File: src/rtl/wam_pkg.sv
// Shared Whac-A-Mole definitions: FSM state encodings, hole count and field widths.
// Pure declarations; no logic, so no latency or backpressure of its own.
package wam_pkg;

    localparam int NHOLE = 8;
    localparam int HOLEW = 3;
    localparam int SECW  = 7;

    typedef enum logic [1:0] {
        WAM_IDLE  = 2'd0,
        WAM_PLAY  = 2'd1,
        WAM_DRAIN = 2'd2,
        WAM_OVER  = 2'd3
    } wam_state_t;

endpackage

File: src/rtl/wam_rr8.sv
// 8-way round-robin pick: first requesting hole at or above ptr, wrapping 7->0.
// Purely combinational, zero latency; the caller owns the pointer and decides when to take a grant.
module wam_rr8 import wam_pkg::*; (
    input  logic [NHOLE-1:0] req,
    input  logic [HOLEW-1:0] ptr,
    output logic [NHOLE-1:0] gnt,
    output logic [HOLEW-1:0] gnt_idx,
    output logic             any
);

    always_comb begin
        logic [HOLEW-1:0] idx;
        idx     = ptr;
        any     = 1'b0;
        gnt_idx = '0;
        for (int k = 0; k < NHOLE; k++) begin
            idx = ptr + HOLEW'(k);
            if (!any && req[idx]) begin
                any     = 1'b1;
                gnt_idx = idx;
            end
        end
        gnt = any ? (NHOLE'(1) << gnt_idx) : '0;
    end

endmodule

File: src/rtl/wam_ctl.sv
// Round sequencer and hit serialiser for the score counter; hit edge -> pending at edge k, grant/whack/scr_inc at k+1.
// Concurrent hits wait in a per-hole pending bit and are released one per 2*PULSE_W cycles in round-robin order.
module wam_ctl import wam_pkg::*; #(
    parameter int TICK_DIV = 50_000_000,
    parameter int GAME_SEC = 60,
    parameter int PULSE_W  = 2
) (
    input  logic              clk,
    input  logic              clr,
    input  logic              start,
    input  logic [NHOLE-1:0]  mole,
    input  logic [NHOLE-1:0]  hit,
    output logic              scr_inc,
    output logic              scr_clr,
    output logic [NHOLE-1:0]  whack,
    output logic [1:0]        state,
    output logic [SECW-1:0]   sec_left
);

    localparam int TW = $clog2(TICK_DIV);
    localparam int CW = $clog2(2 * PULSE_W);

    localparam logic [TW-1:0]   TICK_LAST = TW'(TICK_DIV - 1);
    localparam logic [CW-1:0]   PC_LAST   = CW'(2 * PULSE_W - 2);
    localparam logic [CW-1:0]   PC_HI     = CW'(PULSE_W - 1);
    localparam logic [SECW-1:0] SEC_INIT  = SECW'(GAME_SEC);

    wam_state_t       st;
    logic [TW-1:0]    tick;
    logic [NHOLE-1:0] hit_q;
    logic [NHOLE-1:0] pending;
    logic [HOLEW-1:0] ptr;
    logic             busy;
    logic [CW-1:0]    pcnt;

    logic [NHOLE-1:0] rise;
    logic [NHOLE-1:0] acc;
    logic [NHOLE-1:0] gnt;
    logic [NHOLE-1:0] gnt_mask;
    logic [HOLEW-1:0] gnt_idx;
    logic             any;
    logic             grant;
    logic             take_start;
    logic             in_round;

    assign state = st;

    wam_rr8 u_rr (
        .req     (pending),
        .ptr     (ptr),
        .gnt     (gnt),
        .gnt_idx (gnt_idx),
        .any     (any)
    );

    assign in_round   = (st == WAM_PLAY) || (st == WAM_DRAIN);
    assign take_start = start && ((st == WAM_IDLE) || (st == WAM_OVER));
    assign rise       = hit & ~hit_q;
    assign acc        = (st == WAM_PLAY) ? (rise & mole) : '0;
    assign grant      = !busy && any && in_round;
    assign gnt_mask   = grant ? gnt : '0;

    // Round FSM with second timer; DRAIN waits for the pulse engine and all pending hits.
    always_ff @(posedge clk or posedge clr) begin
        if (clr) begin
            st       <= WAM_IDLE;
            tick     <= '0;
            sec_left <= '0;
            scr_clr  <= 1'b0;
        end else begin
            scr_clr <= take_start;
            case (st)
                WAM_IDLE, WAM_OVER: begin
                    if (start) begin
                        st       <= WAM_PLAY;
                        sec_left <= SEC_INIT;
                        tick     <= '0;
                    end
                end
                WAM_PLAY: begin
                    if (tick == TICK_LAST) begin
                        tick     <= '0;
                        sec_left <= sec_left - 1'b1;
                        if (sec_left == SECW'(1))
                            st <= WAM_DRAIN;
                    end else begin
                        tick <= tick + 1'b1;
                    end
                end
                WAM_DRAIN: begin
                    if (!busy && (pending == '0))
                        st <= WAM_OVER;
                end
                default: st <= WAM_IDLE;
            endcase
        end
    end

    // Hit qualification, pending set, arbiter pointer and the score pulse engine.
    always_ff @(posedge clk or posedge clr) begin
        if (clr) begin
            hit_q   <= '0;
            pending <= '0;
            ptr     <= '0;
            whack   <= '0;
            busy    <= 1'b0;
            pcnt    <= '0;
            scr_inc <= 1'b0;
        end else begin
            hit_q <= hit;
            whack <= gnt_mask;

            // A rise on the hole being granted this cycle is dropped, not re-queued.
            if (take_start)
                pending <= '0;
            else
                pending <= (pending | acc) & ~gnt_mask;

            if (grant)
                ptr <= gnt_idx + 1'b1;

            if (grant) begin
                busy    <= 1'b1;
                pcnt    <= '0;
                scr_inc <= 1'b1;
            end else if (busy) begin
                if (pcnt == PC_LAST) begin
                    busy    <= 1'b0;
                    scr_inc <= 1'b0;
                end else begin
                    pcnt    <= pcnt + 1'b1;
                    scr_inc <= (pcnt < PC_HI);
                end
            end
        end
    end

endmodule

File: config.mk
export PLATFORM = sky130hd
export DESIGN_NAME = wam_ctl
export DESIGN_NICKNAME = d
export VERILOG_FILES = /design/src/rtl/wam_pkg.sv /design/src/rtl/wam_rr8.sv /design/src/rtl/wam_ctl.sv
export SDC_FILE = /design/constraint.sdc
export NUM_CORES = 1
export LEC_CHECK = 0
export ABC_AREA = 1
export ABC_CLOCK_PERIOD_IN_PS = 2800
export CORE_ASPECT_RATIO = 1.25
export CORE_MARGIN = 5
export CORE_UTILIZATION = 52
export CTS_CLUSTER_DIAMETER = 200
export CTS_CLUSTER_SIZE = 30
export DETAILED_ROUTE_END_ITERATION = 16
export GPL_ROUTABILITY_DRIVEN = 1
export GPL_TIMING_DRIVEN = 0
export PLACE_DENSITY = 0.81
export SLEW_MARGIN = 30
export SYNTH_ARGS = -nofsm -noshare
export SYNTH_HDL_FRONTEND = slang
export SYNTH_SLANG_ARGS = --single-unit
File: constraint.sdc
create_clock -name clk -period 2.8 [get_ports clk]
set_input_delay 0.42 -clock clk [delete_from_list [all_inputs] [get_ports clk]]
set_output_delay 0.42 -clock clk [all_outputs]
set_load 0.02 [all_outputs]
Yosys cells after proc, flatten, opt, wreduce, memory -nomap -nowiden. Index checks and enable logic that the tools add are counted.

Flip-flop bits (word level): 67. Bits of input ports: 19. Output and inout port bits: 19. Logic and storage cells: 135.

Add/sub/neg operators: 11. Order comparisons: 9. Equality and inequality tests: 11. Shifts and indexed selects: 1. Muxes and demuxes: 56. Bitwise logic cells: 6. Reductions and logical operators: 30.

Operators with widths (count): 2-to-1 mux 26 bit (2); one-hot mux 26 bit (2 select lines) (1); < comparator 3 x 4 -> 1 bit, second input constant (8); 2-to-1 mux 8 bit (4); adder 26 x 1 -> 26 bit, second input constant (1); equality test 26 bit, second input constant (1); AND 8 bit (3); binary-select mux 1 bit (select 3 bit) (8); 2-to-1 mux 3 bit (8); 2-to-1 mux 1 bit (22); NOT 8 bit (2); 2-to-1 mux 2 bit (7); 2-to-1 mux 7 bit (2); one-hot mux 7 bit (2 select lines) (1); adder 3 bit, second input constant (4); logical AND 1 bit (11); zero test 1 bit (8); zero test 8 bit (1); OR 8 bit (1); left shift 1 x 3 -> 8 bit, first input constant (1); equality test 7 x 1 -> 1 bit, second input constant (1); subtractor 7 x 1 -> 7 bit, second input constant (1); adder 3 x 1 -> 3 bit, second input constant (2); adder 3 x 2 -> 3 bit, second input constant (2); other kinds (14) (22).

Longest topological paths before layout.
Word-level depth: 30. Mapped depth: 24.

Modules after synthesis. A second synthesis with hierarchy kept.

Cell total of the unflattened synthesis: 608. Area total of the unflattened synthesis: 4302.9 um2.

By module, submodules not included: wam_ctl (instances 1, cells an instance 439, area each 3407.0 um2, sequential area each 1676.6 um2); wam_rr8 (instances 1, cells an instance 169, area each 895.9 um2, sequential area each 0.0 um2).

Worst setup path after synthesis. OpenSTA, ideal clock, no wires.

Path type: register -> register. From: reg ptr[1]. To: reg ptr[2]. Setup time: 0.133 ns. Arrival time: 2.589 ns. Slack: 0.078 ns. Stages on the path, launching flop included: 19. Buffers on the path: 2. Period minus slack after synthesis: 2.722 ns. Path through: dfrtp_1 > buf_6 > clkinv_2 > ha_1 > buf_2 > inv_2 > nand3_1 > nand3_2 > nand2_4 > nor2_8 > nand4_4 > nor2_4 > nand4_1 > o21ai_1 > inv_2 > ha_1 > ha_1 > nand2_1 > o21ai_0.

Longest elaborated chain between the ends: 26.

RTL lines: start, declared (line wam_ctl.sv:32) `logic [HOLEW-1:0] ptr;`; start signal, assigned (line wam_ctl.sv:120) `ptr <= gnt_idx + 1'b1;`; branches (longest 26 deep; another with adder 3 x 1 -> 3 bit).

Parallel ways; which one is timed is not known. The select of a mux whose other input is x is not followed. A chain may end at the register's enable or synchronous reset.

Worst setup path after layout.
From: reg ptr[1]. To: reg pending[0].

Longest elaborated chain between the ends: 30.

RTL lines: branches (longest 26 deep; another with adder 3 x 1 -> 3 bit); 2-to-1 mux 8 bit * (line wam_ctl.sv:61) `assign gnt_mask = grant ? gnt : '0;`; NOT 8 bit * (line wam_ctl.sv:117) `pending <= (pending | acc) & ~gnt_mask;`; AND 8 bit * (line wam_ctl.sv:117); 2-to-1 mux 8 bit * (line wam_ctl.sv:114) `if (take_start)`; end signal, assigned (line wam_ctl.sv:117); end, declared (line wam_ctl.sv:31) `logic [NHOLE-1:0] pending;`.

Every way passes the cells marked *. The select of a mux whose other input is x is not followed.

==> qor.yml <==
run_status:
  status: "complete, but fails checks"
  violations: "setup timing"
drt:
  firstDrtPassIters: 5
  drtIter0Drc: 229
  wl_um: 10400
  drtAntennaViolNets: 0
  vias_per_cell: 5.43
  drc: 0
  vias: 3648
  wl_per_cell_um: 15.4
yosys:
  ys_seq_area_frac: 0.413
  syn-cell-area_um2: 4060
  synthesis.nets: 544
  synth_common_cells: "nand2_1, inv_1, dfrtp_1"
  syn_inst: 510
  synth-async-reset-ratio: 1.00
  yosysTopAreaCellShare: 0.413
  syn_area_per_cell_um2: 7.95
  yosys.area.top_type: "dfrtp_1"
  yosys-top-cells-area: "dfrtp_1, nand2_1, inv_1, nand3_1, ha_1"
  ys.flop_type: "dfrtp_1"
  synth.distinct_cells: 42
  yosysMostFrequentCell: "nand2_1"
  synth_warnings: 0
  synth_edf_count: 0
  ys_seq_elements: 67
setup_path:
  cp_max_fo: 6
  crit_buf_inv: 6
  slowest_delay_ns: 0.40
  crit_family: "simple AND/OR/NAND/NOR gates"
  startpoint_type: "register"
  cp.required_ns: 3.04
  cp.arrival_ns: 3.07
  path_class: "register to register"
  path_cells: "buf_6, clkinv_8, ha_4, inv_8, nand3_4, nand3_4, nand2_4, nor2_8, nand3b_1, nand3_1, nor2_1, nand3_1, o21ai_2, buf_4, ha_4, nand2_4, inv_2, nand3_2, nand2_1, inv_1"
  slowest_stage: "dfrtp_1"
  endpoint_kind: "register"
final_layout:
  multiInputGateArea_um2: 2240
  drive_gt1_frac: 0.205
  antenna_cells: 0
  fillers: 587
  postLayoutCellArea_um2: 5130
  fin_nets: 606
  ff_latch_area_um2: 1680
  syn_to_final_growth_pct: 26.5
  instances_no_fill: 672
placement:
  dp_cells: 643
  post-place-ws_ns: -0.382
  io_buffers: 37
  gp_congestion: 0.937
  dp_hpwl_um: 7180
  place_area_um2: 4570
grt:
  busiest_layer: "met2"
  grt_max_degree: 38
  grt-ovfl-total: 0
  gr-usage-all-layers: 0.222
  grt_pass1_wl_um: 16800
  grt_pass1_vias: 3749
  met2_usage: 0.398
  antenna_found_initial: 0
  use_met3: 0.0385
  met1_usage: 0.254
cts:
  clkSlewWorstSetupHoldPaths_ns: 0.08
  cts_htree_levels: 3
  cts_made_buffers: 9
  clock_path_buffers: 2
  cts_sinks: 67
  cts-root-buf: "clkbuf_8"
  clock_latency_ns: 0.34
  cts_hold_buf: 0
  cts_tree: "done"
floorplanning:
  initial_core_util: 0.526
  design.die.area_um2: 9680
  rows: 36
  io_pins: 38
  core_area_um2: 7700
  dieWidth_um: 89.0
  die_h_um: 109
sta:
  fmax_ghz: 0.353
  fin_crit_sh: 1.01
  clock_skew_ns: 0.00979
  worst_pin_slew_ns: 0.664
  slew_viol_final: 0
  hold-worst-slack_ns: 0.425
  fin_crit_ns: 2.83
  hold_violations: 0
  rsz0062_at_grt: "true"
  relSlewSlack: 0.557
  setup-violations-final: 1
  setup_slack_ns: -0.0297
run:
  maxCapViolations: 0
min_path:
  holdCritPathClass: "input pin to async pin"
-- kinds of logic (layout without fill, tap and decap cells) --
| logic type | after synthesis | count (layout) | share of synthesized area |
|---|---|---|---|
| AO/OA/AOI/OAI | 62 | 62 | 0.0886 |
| XOR/XNOR | 14 | 14 | 0.0367 |
| adder cells (fa/ha/maj) | 15 | 15 | 0.0463 |
| buffers and inverters | 88 | 155 | 0.0882 |
| flip-flops | 67 | 67 | 0.413 |
| AND/OR/NAND/NOR | 264 | 264 | 0.327 |
-- sequential cells by signal, summed over array words and instances (netlist names), 2 cells and up --
signal	flops
whack	8
tick	26
sec_left	7
hit_q	8
pcnt	2
pending	8
state	2
ptr	3
-- per-stage QoR --
stage	setup TNS, ns	utilization
floorplan	0	-
global placement	-29.86	0.590
detailed placement	-4.33	0.593
CTS	0	0.644
global route	-0.828	0.666
finish	-0.0297	0.666
-- layout make-up --
type / instances / share of cell area
sequential: 67 / 0.327
timing repair buffer: 52 / 0.0998
tap: 95 / 0.0232
clock inverter: 5 / 0.0151
clock buffer: 11 / 0.0256
inverter: 80 / 0.0634
multi-input combinational: 355 / 0.436
buffer: 7 / 0.0100
-- worst reg2reg max path, stage by stage (launching register included) --
cell,delay [ns]
dfrtp_1,0.40
buf_6,0.15
clkinv_8,0.05
ha_4,0.35
inv_8,0.06
nand3_4,0.09
nand3_4,0.09
nand2_4,0.12
nor2_8,0.05
nand3b_1,0.08
nand3_1,0.08
nor2_1,0.12
nand3_1,0.11
o21ai_2,0.25
buf_4,0.17
ha_4,0.13
nand2_4,0.05
inv_2,0.09
nand3_2,0.13
nand2_1,0.11
inv_1,0.04
-- path summary, 6_finish.rpt --
check	slack (ns)	endpoint	from	cells after the start
hold reg to reg	0.53	pending[6]	hit_q[6]	3
setup reg to reg	-0.03	pending[0]	ptr[1]	20
setup / recovery	-0.03	pending[0]	ptr[1]	20
hold / removal	0.42	pcnt[1]	clr	2
min in group clk	0.53	pending[6]	hit_q[6]	3
max in group asynchronous	1.84	tick[18]	clr	3
-- cell usage in the layout (no fill, tap or decap), types with 5 or more instances in the layout --
master and count:
a21oi_1 16, inv_1 66, nand2_2 13, o21ai_0 24, ha_1 9, ha_4 5
nor3_1 11, clkbuf_8 9, nand4_1 12, nand3_1 38, nand2_1 94, nor2_2 5
xor2_1 10, clkdlybuf4s50_1 37, inv_2 10, nand2_4 6, nor2_1 47, nand3_4 7
buf_4 12, nand3_2 13, dfrtp_1 67
-- repair_timing --
action | CTS | global route
pin swaps | 9 | 16
endpoints found under the setup margin | 18 | 18
buffers inserted | 8 | 6
resized for setup | 29 | 27
-- per-layer routing --
metal  share of wire  vias up
met4           0.035        0
li1                -     1786
met3           0.049       27
met2            0.54      115
met1            0.38     1720
met5               0        -
Power is not shown: default switching activity piles up to over one toggle a cycle in this logic, so the estimate is an artifact.
